`config.mk`:
```
export PLATFORM = sky130hd
export DESIGN_NAME = d_queue_decode
export DESIGN_NICKNAME = d
export VERILOG_FILES = /design/src/rtl/d_queue_decode_pkg.sv /design/src/rtl/d_queue_decode_inst_queue.sv /design/src/rtl/d_queue_decode.sv
export SDC_FILE = /design/constraint.sdc
export NUM_CORES = 1
export LEC_CHECK = 0
export ABC_CLOCK_PERIOD_IN_PS = 6300
export BUFFER_PORTS_ARGS = -buffer_cell sky130_fd_sc_hd__buf_2
export CAP_MARGIN = 25
export CORE_MARGIN = 1.5
export CORE_UTILIZATION = 40
export DETAILED_ROUTE_END_ITERATION = 16
export PLACE_DENSITY = 0.66
export RECOVER_POWER = 100
export SLEW_MARGIN = 10
export SYNTH_ARGS = -nofsm -noshare
export SYNTH_HDL_FRONTEND = slang
export SYNTH_HIERARCHICAL = 1
export SYNTH_SLANG_ARGS = --single-unit
```
`constraint.sdc`:
```
create_clock -name clock -period 6.3 [get_ports clock]
set_clock_uncertainty 0.05 [all_clocks]
set_input_delay 0.315 -clock clock [delete_from_list [all_inputs] [get_ports clock]]
set_output_delay 0.315 -clock clock [all_outputs]
set_load 0.03 [all_outputs]
```
`src/rtl/d_queue_decode_pkg.sv`:
```
// Shared decode definitions for the queued decode stage:
// opcodes, ALU control groups, immediate formats and control flags.
package d_queue_decode_pkg;

  localparam logic [6:0] OP_R      = 7'b0110011;
  localparam logic [6:0] OP_IMM    = 7'b0010011;
  localparam logic [6:0] OP_LOAD   = 7'b0000011;
  localparam logic [6:0] OP_STORE  = 7'b0100011;
  localparam logic [6:0] OP_BRANCH = 7'b1100011;
  localparam logic [6:0] OP_JAL    = 7'b1101111;
  localparam logic [6:0] OP_LUI    = 7'b0110111;

  localparam logic [5:0] ALU_NONE  = 6'd0;
  localparam logic [2:0] ALU_BR    = 3'b010;

  typedef enum logic [2:0] {
    IMM_NONE,
    IMM_I,
    IMM_S,
    IMM_B,
    IMM_U,
    IMM_J
  } imm_fmt_e;

  typedef struct packed {
    logic is_wb;
    logic is_load;
    logic is_store;
    logic is_branch;
    logic is_jump;
    logic is_imm;
    logic illegal;
  } ctrl_t;

  function automatic logic [31:0] imm32(
    input imm_fmt_e    f,
    input logic [31:0] i
  );
    logic [31:0] r;
    case (f)
      IMM_I:   r = {{20{i[31]}}, i[31:20]};
      IMM_S:   r = {{20{i[31]}}, i[31:25], i[11:7]};
      IMM_B:   r = {{19{i[31]}}, i[31], i[7],
                    i[30:25], i[11:8], 1'b0};
      IMM_U:   r = {i[31:12], 12'd0};
      IMM_J:   r = {{11{i[31]}}, i[31], i[19:12],
                    i[20], i[30:21], 1'b0};
      default: r = 32'd0;
    endcase
    return r;
  endfunction

endpackage

```
`src/rtl/d_queue_decode_inst_queue.sv`:
```
// Instruction FIFO holding {pc, instr} pairs between fetch and decode.
// Flush clears every entry on the same edge.
module d_inst_queue
  import d_queue_decode_pkg::*;
#(
  parameter int XLEN  = 32,
  parameter int DEPTH = 2
) (
  input  logic            clock,
  input  logic            reset,
  input  logic            i_push,
  input  logic            i_pop,
  input  logic            i_flush,
  input  logic [XLEN-1:0] i_pc,
  input  logic [31:0]     i_instr,
  output logic [XLEN-1:0] o_pc,
  output logic [31:0]     o_instr,
  output logic            o_full,
  output logic            o_empty
);

  localparam int PW = (DEPTH > 1) ? $clog2(DEPTH) : 1;
  localparam int CW = $clog2(DEPTH + 1);

  logic [XLEN-1:0] r_pc    [DEPTH];
  logic [31:0]     r_instr [DEPTH];
  logic [PW-1:0]   r_head;
  logic [PW-1:0]   r_tail;
  logic [CW-1:0]   r_count;
  logic            w_push;
  logic            w_pop;

  function automatic logic [PW-1:0] nxt(input logic [PW-1:0] p);
    return (p == PW'(DEPTH - 1)) ? '0 : p + PW'(1);
  endfunction

  assign o_full  = (r_count == CW'(DEPTH));
  assign o_empty = (r_count == '0);
  assign w_push  = i_push && !o_full && !i_flush;
  assign w_pop   = i_pop && !o_empty && !i_flush;
  assign o_pc    = r_pc[r_head];
  assign o_instr = r_instr[r_head];

  always_ff @(posedge clock) begin
    if (w_push) begin
      r_pc[r_tail]    <= i_pc;
      r_instr[r_tail] <= i_instr;
    end
  end

  always_ff @(posedge clock or posedge reset) begin
    if (reset) begin
      r_head  <= '0;
      r_tail  <= '0;
      r_count <= '0;
    end else if (i_flush) begin
      r_head  <= '0;
      r_tail  <= '0;
      r_count <= '0;
    end else begin
      if (w_push) r_tail <= nxt(r_tail);
      if (w_pop)  r_head <= nxt(r_head);
      case ({w_push, w_pop})
        2'b10:   r_count <= r_count + CW'(1);
        2'b01:   r_count <= r_count - CW'(1);
        default: r_count <= r_count;
      endcase
    end
  end

endmodule

```
`src/rtl/d_queue_decode.sv`:
```
// Queued RV32I decode stage: FIFO head is decoded, bypassed from
// writeback, checked against the load-use scoreboard and registered.
module d_queue_decode
  import d_queue_decode_pkg::*;
#(
  parameter int XLEN     = 32,
  parameter int DEPTH    = 2,
  parameter int LOAD_LAT = 1
) (
  input  logic            clock,
  input  logic            reset,
  input  logic            fd_valid,
  output logic            fd_ready,
  input  logic [XLEN-1:0] fd_pc,
  input  logic [31:0]     fd_instr,
  input  logic            flush,
  output logic [4:0]      rf_sel1,
  output logic [4:0]      rf_sel2,
  input  logic [XLEN-1:0] rf_data1,
  input  logic [XLEN-1:0] rf_data2,
  input  logic            wb_en,
  input  logic [4:0]      wb_sel,
  input  logic [XLEN-1:0] wb_data,
  output logic            da_valid,
  input  logic            da_ready,
  output logic [XLEN-1:0] da_pc,
  output logic [XLEN-1:0] da_imm,
  output logic [XLEN-1:0] da_target_pc,
  output logic [XLEN-1:0] da_data1,
  output logic [XLEN-1:0] da_data2,
  output logic [4:0]      da_rs1,
  output logic [4:0]      da_rs2,
  output logic [4:0]      da_rd,
  output logic [5:0]      da_alu_ctrl,
  output logic            da_is_wb,
  output logic            da_is_load,
  output logic            da_is_store,
  output logic            da_is_branch,
  output logic            da_is_jump,
  output logic            da_is_imm,
  output logic            da_illegal,
  output logic            hazard_stall
);

  localparam int CNTW = $clog2(LOAD_LAT + 1);

  logic [XLEN-1:0] w_pc;
  logic [31:0]     w_instr;
  logic            w_full;
  logic            w_empty;
  logic            w_push;
  logic            w_issue;
  logic [6:0]      w_op;
  logic [2:0]      w_f3;
  logic [4:0]      w_rs1;
  logic [4:0]      w_rs2;
  logic [4:0]      w_rd;
  imm_fmt_e        w_fmt;
  ctrl_t           w_ctl;
  logic [5:0]      w_alu;
  logic [XLEN-1:0] w_imm;
  logic [XLEN-1:0] w_tgt;
  logic [XLEN-1:0] w_op1;
  logic [XLEN-1:0] w_op2;
  logic            w_use1;
  logic            w_use2;
  logic            w_hazard;

  logic [CNTW-1:0] r_ld_cnt;
  logic [4:0]      r_pend_rd;
  logic            r_valid;
  logic [XLEN-1:0] r_pc;
  logic [XLEN-1:0] r_imm;
  logic [XLEN-1:0] r_tgt;
  logic [XLEN-1:0] r_d1;
  logic [XLEN-1:0] r_d2;
  logic [4:0]      r_rs1;
  logic [4:0]      r_rs2;
  logic [4:0]      r_rd;
  logic [5:0]      r_alu;
  ctrl_t           r_ctl;

  assign fd_ready = !reset && !w_full;
  assign w_push   = fd_valid && fd_ready && !flush;

  d_inst_queue #(
    .XLEN  (XLEN),
    .DEPTH (DEPTH)
  ) u_q (
    .clock   (clock),
    .reset   (reset),
    .i_push  (w_push),
    .i_pop   (w_issue),
    .i_flush (flush),
    .i_pc    (fd_pc),
    .i_instr (fd_instr),
    .o_pc    (w_pc),
    .o_instr (w_instr),
    .o_full  (w_full),
    .o_empty (w_empty)
  );

  assign w_op    = w_instr[6:0];
  assign w_f3    = w_instr[14:12];
  assign w_rs1   = w_instr[19:15];
  assign w_rs2   = w_instr[24:20];
  assign w_rd    = w_instr[11:7];
  assign rf_sel1 = w_rs1;
  assign rf_sel2 = w_rs2;

  always_comb begin
    w_fmt = IMM_NONE;
    w_ctl = '0;
    w_alu = ALU_NONE;
    unique case (w_op)
      OP_R: begin
        w_ctl.is_wb = 1'b1;
        w_alu = {2'b00, w_instr[30], w_f3};
      end
      OP_IMM: begin
        w_ctl.is_wb  = 1'b1;
        w_ctl.is_imm = 1'b1;
        w_fmt = IMM_I;
        w_alu = {2'b00, w_instr[30] & (w_f3 == 3'b101), w_f3};
      end
      OP_LOAD: begin
        w_ctl.is_wb   = 1'b1;
        w_ctl.is_load = 1'b1;
        w_fmt = IMM_I;
      end
      OP_STORE: begin
        w_ctl.is_store = 1'b1;
        w_fmt = IMM_S;
      end
      OP_BRANCH: begin
        w_ctl.is_branch = 1'b1;
        w_fmt = IMM_B;
        w_alu = {ALU_BR, w_f3};
      end
      OP_JAL: begin
        w_ctl.is_wb   = 1'b1;
        w_ctl.is_jump = 1'b1;
        w_fmt = IMM_J;
      end
      OP_LUI: begin
        w_ctl.is_wb  = 1'b1;
        w_ctl.is_imm = 1'b1;
        w_fmt = IMM_U;
      end
      default: w_ctl.illegal = 1'b1;
    endcase
    w_ctl.is_wb = w_ctl.is_wb & (w_rd != 5'd0);
  end

  assign w_imm = XLEN'($signed(imm32(w_fmt, w_instr)));
  assign w_tgt = (w_ctl.is_branch || w_ctl.is_jump)
               ? w_pc + w_imm : '0;

  // Writeback data wins over the regfile read in the same cycle
  assign w_op1 = (wb_en && wb_sel == w_rs1 && wb_sel != 5'd0)
               ? wb_data : rf_data1;
  assign w_op2 = (wb_en && wb_sel == w_rs2 && wb_sel != 5'd0)
               ? wb_data : rf_data2;

  assign w_use1 = !(w_op == OP_JAL || w_op == OP_LUI);
  assign w_use2 = (w_op == OP_R) || (w_op == OP_STORE)
               || (w_op == OP_BRANCH);

  // A second load may not overwrite a still-busy pending rd
  assign w_hazard =
    ((r_ld_cnt != '0) && (r_pend_rd != 5'd0) &&
     ((w_use1 && w_rs1 == r_pend_rd) ||
      (w_use2 && w_rs2 == r_pend_rd)))
    || (w_ctl.is_load && (r_ld_cnt > CNTW'(1)));

  assign hazard_stall = w_hazard && !w_empty;
  assign w_issue = !w_empty && !w_hazard
                && (!r_valid || da_ready) && !flush;

  always_ff @(posedge clock or posedge reset) begin
    if (reset) begin
      r_ld_cnt  <= '0;
      r_pend_rd <= '0;
    end else if (w_issue && w_ctl.is_load && w_rd != 5'd0) begin
      r_ld_cnt  <= CNTW'(LOAD_LAT);
      r_pend_rd <= w_rd;
    end else if (da_ready && r_ld_cnt != '0) begin
      r_ld_cnt  <= r_ld_cnt - CNTW'(1);
    end
  end

  always_ff @(posedge clock or posedge reset) begin
    if (reset) begin
      r_valid <= 1'b0;
      r_pc    <= '0;
      r_imm   <= '0;
      r_tgt   <= '0;
      r_d1    <= '0;
      r_d2    <= '0;
      r_rs1   <= '0;
      r_rs2   <= '0;
      r_rd    <= '0;
      r_alu   <= '0;
      r_ctl   <= '0;
    end else if (flush) begin
      r_valid <= 1'b0;
    end else if (w_issue) begin
      r_valid <= 1'b1;
      r_pc    <= w_pc;
      r_imm   <= w_imm;
      r_tgt   <= w_tgt;
      r_d1    <= w_op1;
      r_d2    <= w_op2;
      r_rs1   <= w_rs1;
      r_rs2   <= w_rs2;
      r_rd    <= w_rd;
      r_alu   <= w_alu;
      r_ctl   <= w_ctl;
    end else if (da_ready) begin
      r_valid <= 1'b0;
    end
  end

  assign da_valid     = r_valid;
  assign da_pc        = r_pc;
  assign da_imm       = r_imm;
  assign da_target_pc = r_tgt;
  assign da_data1     = r_d1;
  assign da_data2     = r_d2;
  assign da_rs1       = r_rs1;
  assign da_rs2       = r_rs2;
  assign da_rd        = r_rd;
  assign da_alu_ctrl  = r_alu;
  assign da_is_wb     = r_ctl.is_wb;
  assign da_is_load   = r_ctl.is_load;
  assign da_is_store  = r_ctl.is_store;
  assign da_is_branch = r_ctl.is_branch;
  assign da_is_jump   = r_ctl.is_jump;
  assign da_is_imm    = r_ctl.is_imm;
  assign da_illegal   = r_ctl.illegal;

endmodule

```
==> flow_summary.json <==
{
  "status": "finished with violations",
  "violations": "max-capacitance violations, max-slew violations",
  "worstPathCellList": "mux2_2 -> nand4bb_1 -> or2_2 -> nor2_1 -> nor2_1 -> nor2b_1 -> a21o_1 -> ha_1 -> a21o_1 -> a21oi_1 -> nand2_1 -> o31ai_1 -> a21oi_1 -> o21a_1 -> or3_1 -> a32o_1",
  "ys.flop_type": "dfrtp_1",
  "pwr-share-comb_pct": 20.4,
  "hold_viol_final": 0,
  "drt.antenna.violating_nets": 0,
  "synthCells": 1297,
  "min_period_ns": 5.58,
  "rows": 70,
  "grt_use_total_pct": 22.7,
  "port_buffers": 370,
  "dieArea_um2": 38100,
  "via_per_inst": 5.19,
  "antenna_found_initial": 5,
  "seq_area_frac_synth_pct": 59.5,
  "worstHoldPathType": "primary input to flop",
  "area_growth_pct": 26.9,
  "gp_congestion": 0.954,
  "power_frac_seq_pct": 42.4,
  "slowest_stage": "dfrtp_1",
  "max_stage_delay_ns": 0.75,
  "clock_sinks": 326,
  "final_nets": 1927,
  "ys_top_cells_by_area": "dfrtp_1 33%, edfxtp_1 26%, nand2_1 8.7%",
  "synth_top_area_cell": "dfrtp_1",
  "num-fill-cells": 3352,
  "switching_share_pct": 31.9,
  "synth-async-reset-ratio_pct": 60.7,
  "place_area_um2": 17100,
  "core-area_um2": 36500,
  "synth_fp_nets": 1500,
  "path_max_fanout": 16,
  "p_switching_w": 0.00199,
  "p_int_w": 0.00425,
  "drtIter0Drc": 725,
  "post-place-cells": 2085,
  "fin_cells": 2225,
  "cts_tree": "done",
  "grt_pass1_vias": 11500,
  "syn_avg_cell_area_um2": 11.4,
  "worstSkewPairLatency_ns": 0.53,
  "cts_root_buf": "clkbuf_16",
  "required_ns": 6.67,
  "power.ir.vdd_worst_mv": 0.199,
  "via_count": 11600,
  "netlist_area_um2": 14800,
  "rsz0062_at_grt": "no",
  "tns_ns": 0,
  "cts_buffers": 37,
  "cts_max_level": 2,
  "crit_arrival_ns": 5.95,
  "p_clk_share_pct": 37.3,
  "critPathTopFamily": "simple AND/OR/NAND/NOR gates",
  "grt_overflow": 0,
  "min_period_over_period_pct": 88.6,
  "path_class": "flop to flop",
  "yosys-top-cells-count": "343 x nand2_1, 198 x dfrtp_1, 128 x edfxtp_1, 107 x o21ai_0, 70 x mux2_2",
  "grt_pass1_wl_mm": 66.6,
  "leakagePower_nw": 8.22,
  "drc": 0,
  "dieWidth_um": 195,
  "wl_mm": 44.0,
  "wl_per_cell_um": 19.8,
  "yosysMostFrequentCell": "nand2_1",
  "yosysWarnings": 6,
  "cts_setup_buffers": 0,
  "drtPass1Iterations": 7,
  "critPathCaptureType": "flop",
  "clockBufferDepth": 3,
  "drv_slew": 177,
  "synth_top_area_share_pct": 33.5,
  "p_per_area_nw_per_um2": 332,
  "fmax_mhz": 179,
  "cp-start-kind": "flop",
  "min_path_cells": 3,
  "io_pins": 372,
  "drive_gt1_share_pct": 15.9,
  "grt_max_degree": 252,
  "drv_cap": 3,
  "ys_seq_elements": 326,
  "hpwl_mm": 31.5,
  "crit_cells": 16,
  "worst_slew_pin_slew_ns": 4.00,
  "synth_edf_count": 128,
  "rrSetupSlack_ns": 0.72,
  "start_util_pct": 40.5,
  "cts_resized": 0,
  "dieHeight_um": 195,
  "relSlewSlack_pct": -166,
  "path_clk_slew_ns": 0.07,
  "synth_cell_types": 69,
  "power_w": 0.00624,
  "worst_r2r_path_depth": 16,
  "crit_buf_inv": 0,
  "fin_area_um2": 18800,
  "setup_viol": 0
}
[metal layers]
metal,wire length [um],vias up,GRT usage [%]
li1,-,5435,-
met1,18000,5541,27.9
met2,20800,463,38.1
met3,3140,116,4.96
met4,2020,0,10.5
met5,0,-,0
[cells in the final DEF (no fill, tap or decap), drive strengths merged, types with 38 or more instances in the layout]
cell | netlist | routed
o21ai | 113 | 113
buf | 25 | 138
a21o | 38 | 38
clkbuf | 36 | 297
mux2i | 68 | 68
mux2 | 71 | 71
dlygate4sd3 | 0 | 66
dfrtp | 198 | 198
edfxtp | 128 | 128
nand2 | 343 | 343
[timing repair]
| item | CTS | global route |
|---|---|---|
| hold buffers | 66 | 0 |
| setup endpoints to repair | 0 | 0 |
| hold endpoints to repair | 141 | 0 |
[cells by family (layout without fill, tap and decap cells)]
family	after synthesis	count (layout)	synth area share [%]
other cells	1	5	0.0253
simple gates	446	446	12.9
xor+xnor	44	44	2.61
flops	326	326	59.5
mux	139	139	10.0
fa+ha+maj	32	32	2.76
compound gates	238	238	10.0
buf+inv	71	527	2.13
[per-stage QoR]
step	utilization [%]	hold WS, ns	setup WS (ns)
CTS	52.3	0.00933	1.03
floorplan	-	0.0311	0.651
finish	51.4	0.0343	0.719
detailed placement	46.8	0.227	1.03
global placement	46.8	0.234	1.19
global route	51.4	0.0289	0.296
[worst paths after layout]
kind / from / to
hold reg to reg: da_pc[10] / da_pc[10]
setup / recovery: u_q/r_head / da_target_pc[28]
hold / removal: rf_data2[18] / da_data2[18]
min in group asynchronous: reset / u_q/r_count[0]
setup reg to reg: u_q/r_head / da_target_pc[28]
max in group asynchronous: reset / da_target_pc[15]
[sequential cells by signal, summed over array words and instances (netlist names)]
| register | flops |
|---|---|
| da_alu_ctrl | 5 |
| da_data1 | 32 |
| da_data2 | 32 |
| da_illegal | 1 |
| da_imm | 32 |
| da_is_branch | 1 |
| da_is_imm | 1 |
| da_is_jump | 1 |
| da_is_load | 1 |
| da_is_store | 1 |
| da_is_wb | 1 |
| da_pc | 32 |
| da_rd | 5 |
| da_rs1 | 5 |
| da_rs2 | 5 |
| da_target_pc | 32 |
| da_valid | 1 |
| r_ld_cnt | 1 |
| r_pend_rd | 5 |
| u_q/r_count | 2 |
| u_q/r_head | 1 |
| u_q/r_instr | 64 |
| u_q/r_pc | 64 |
| u_q/r_tail | 1 |
[tightest hold or removal path: stages]
cell and delay, ns:
buf_2 0.07, mux2i_1 0.05, o21ai_0 0.13
[power groups by stage]
stage          registers [W]  clock network (W)  logic [W]
2_1_floorplan        0.00322                  0   0.000301
3_3_place_gp         0.00266                  0    0.00132
3_5_place_dp         0.00267                  0    0.00133
4_1_cts              0.00264            0.00238    0.00137
5_1_grt              0.00268            0.00246    0.00137
6_report             0.00265            0.00233    0.00127
[area by class of cell]
cell class / instances / area (um^2) / share of cell area [%]
antenna: 4 / 10.0 / 0.0533
clock buffer: 52 / 1120 / 5.95
clock inverter: 16 / 220 / 1.17
inverter: 10 / 47.5 / 0.253
multi-input combinational: 900 / 5700 / 30.3
sequential: 326 / 8800 / 46.9
tap: 468 / 586 / 3.12
timing repair buffer: 449 / 2300 / 12.3
No activity file was read; power rests on OpenSTA's default activity.
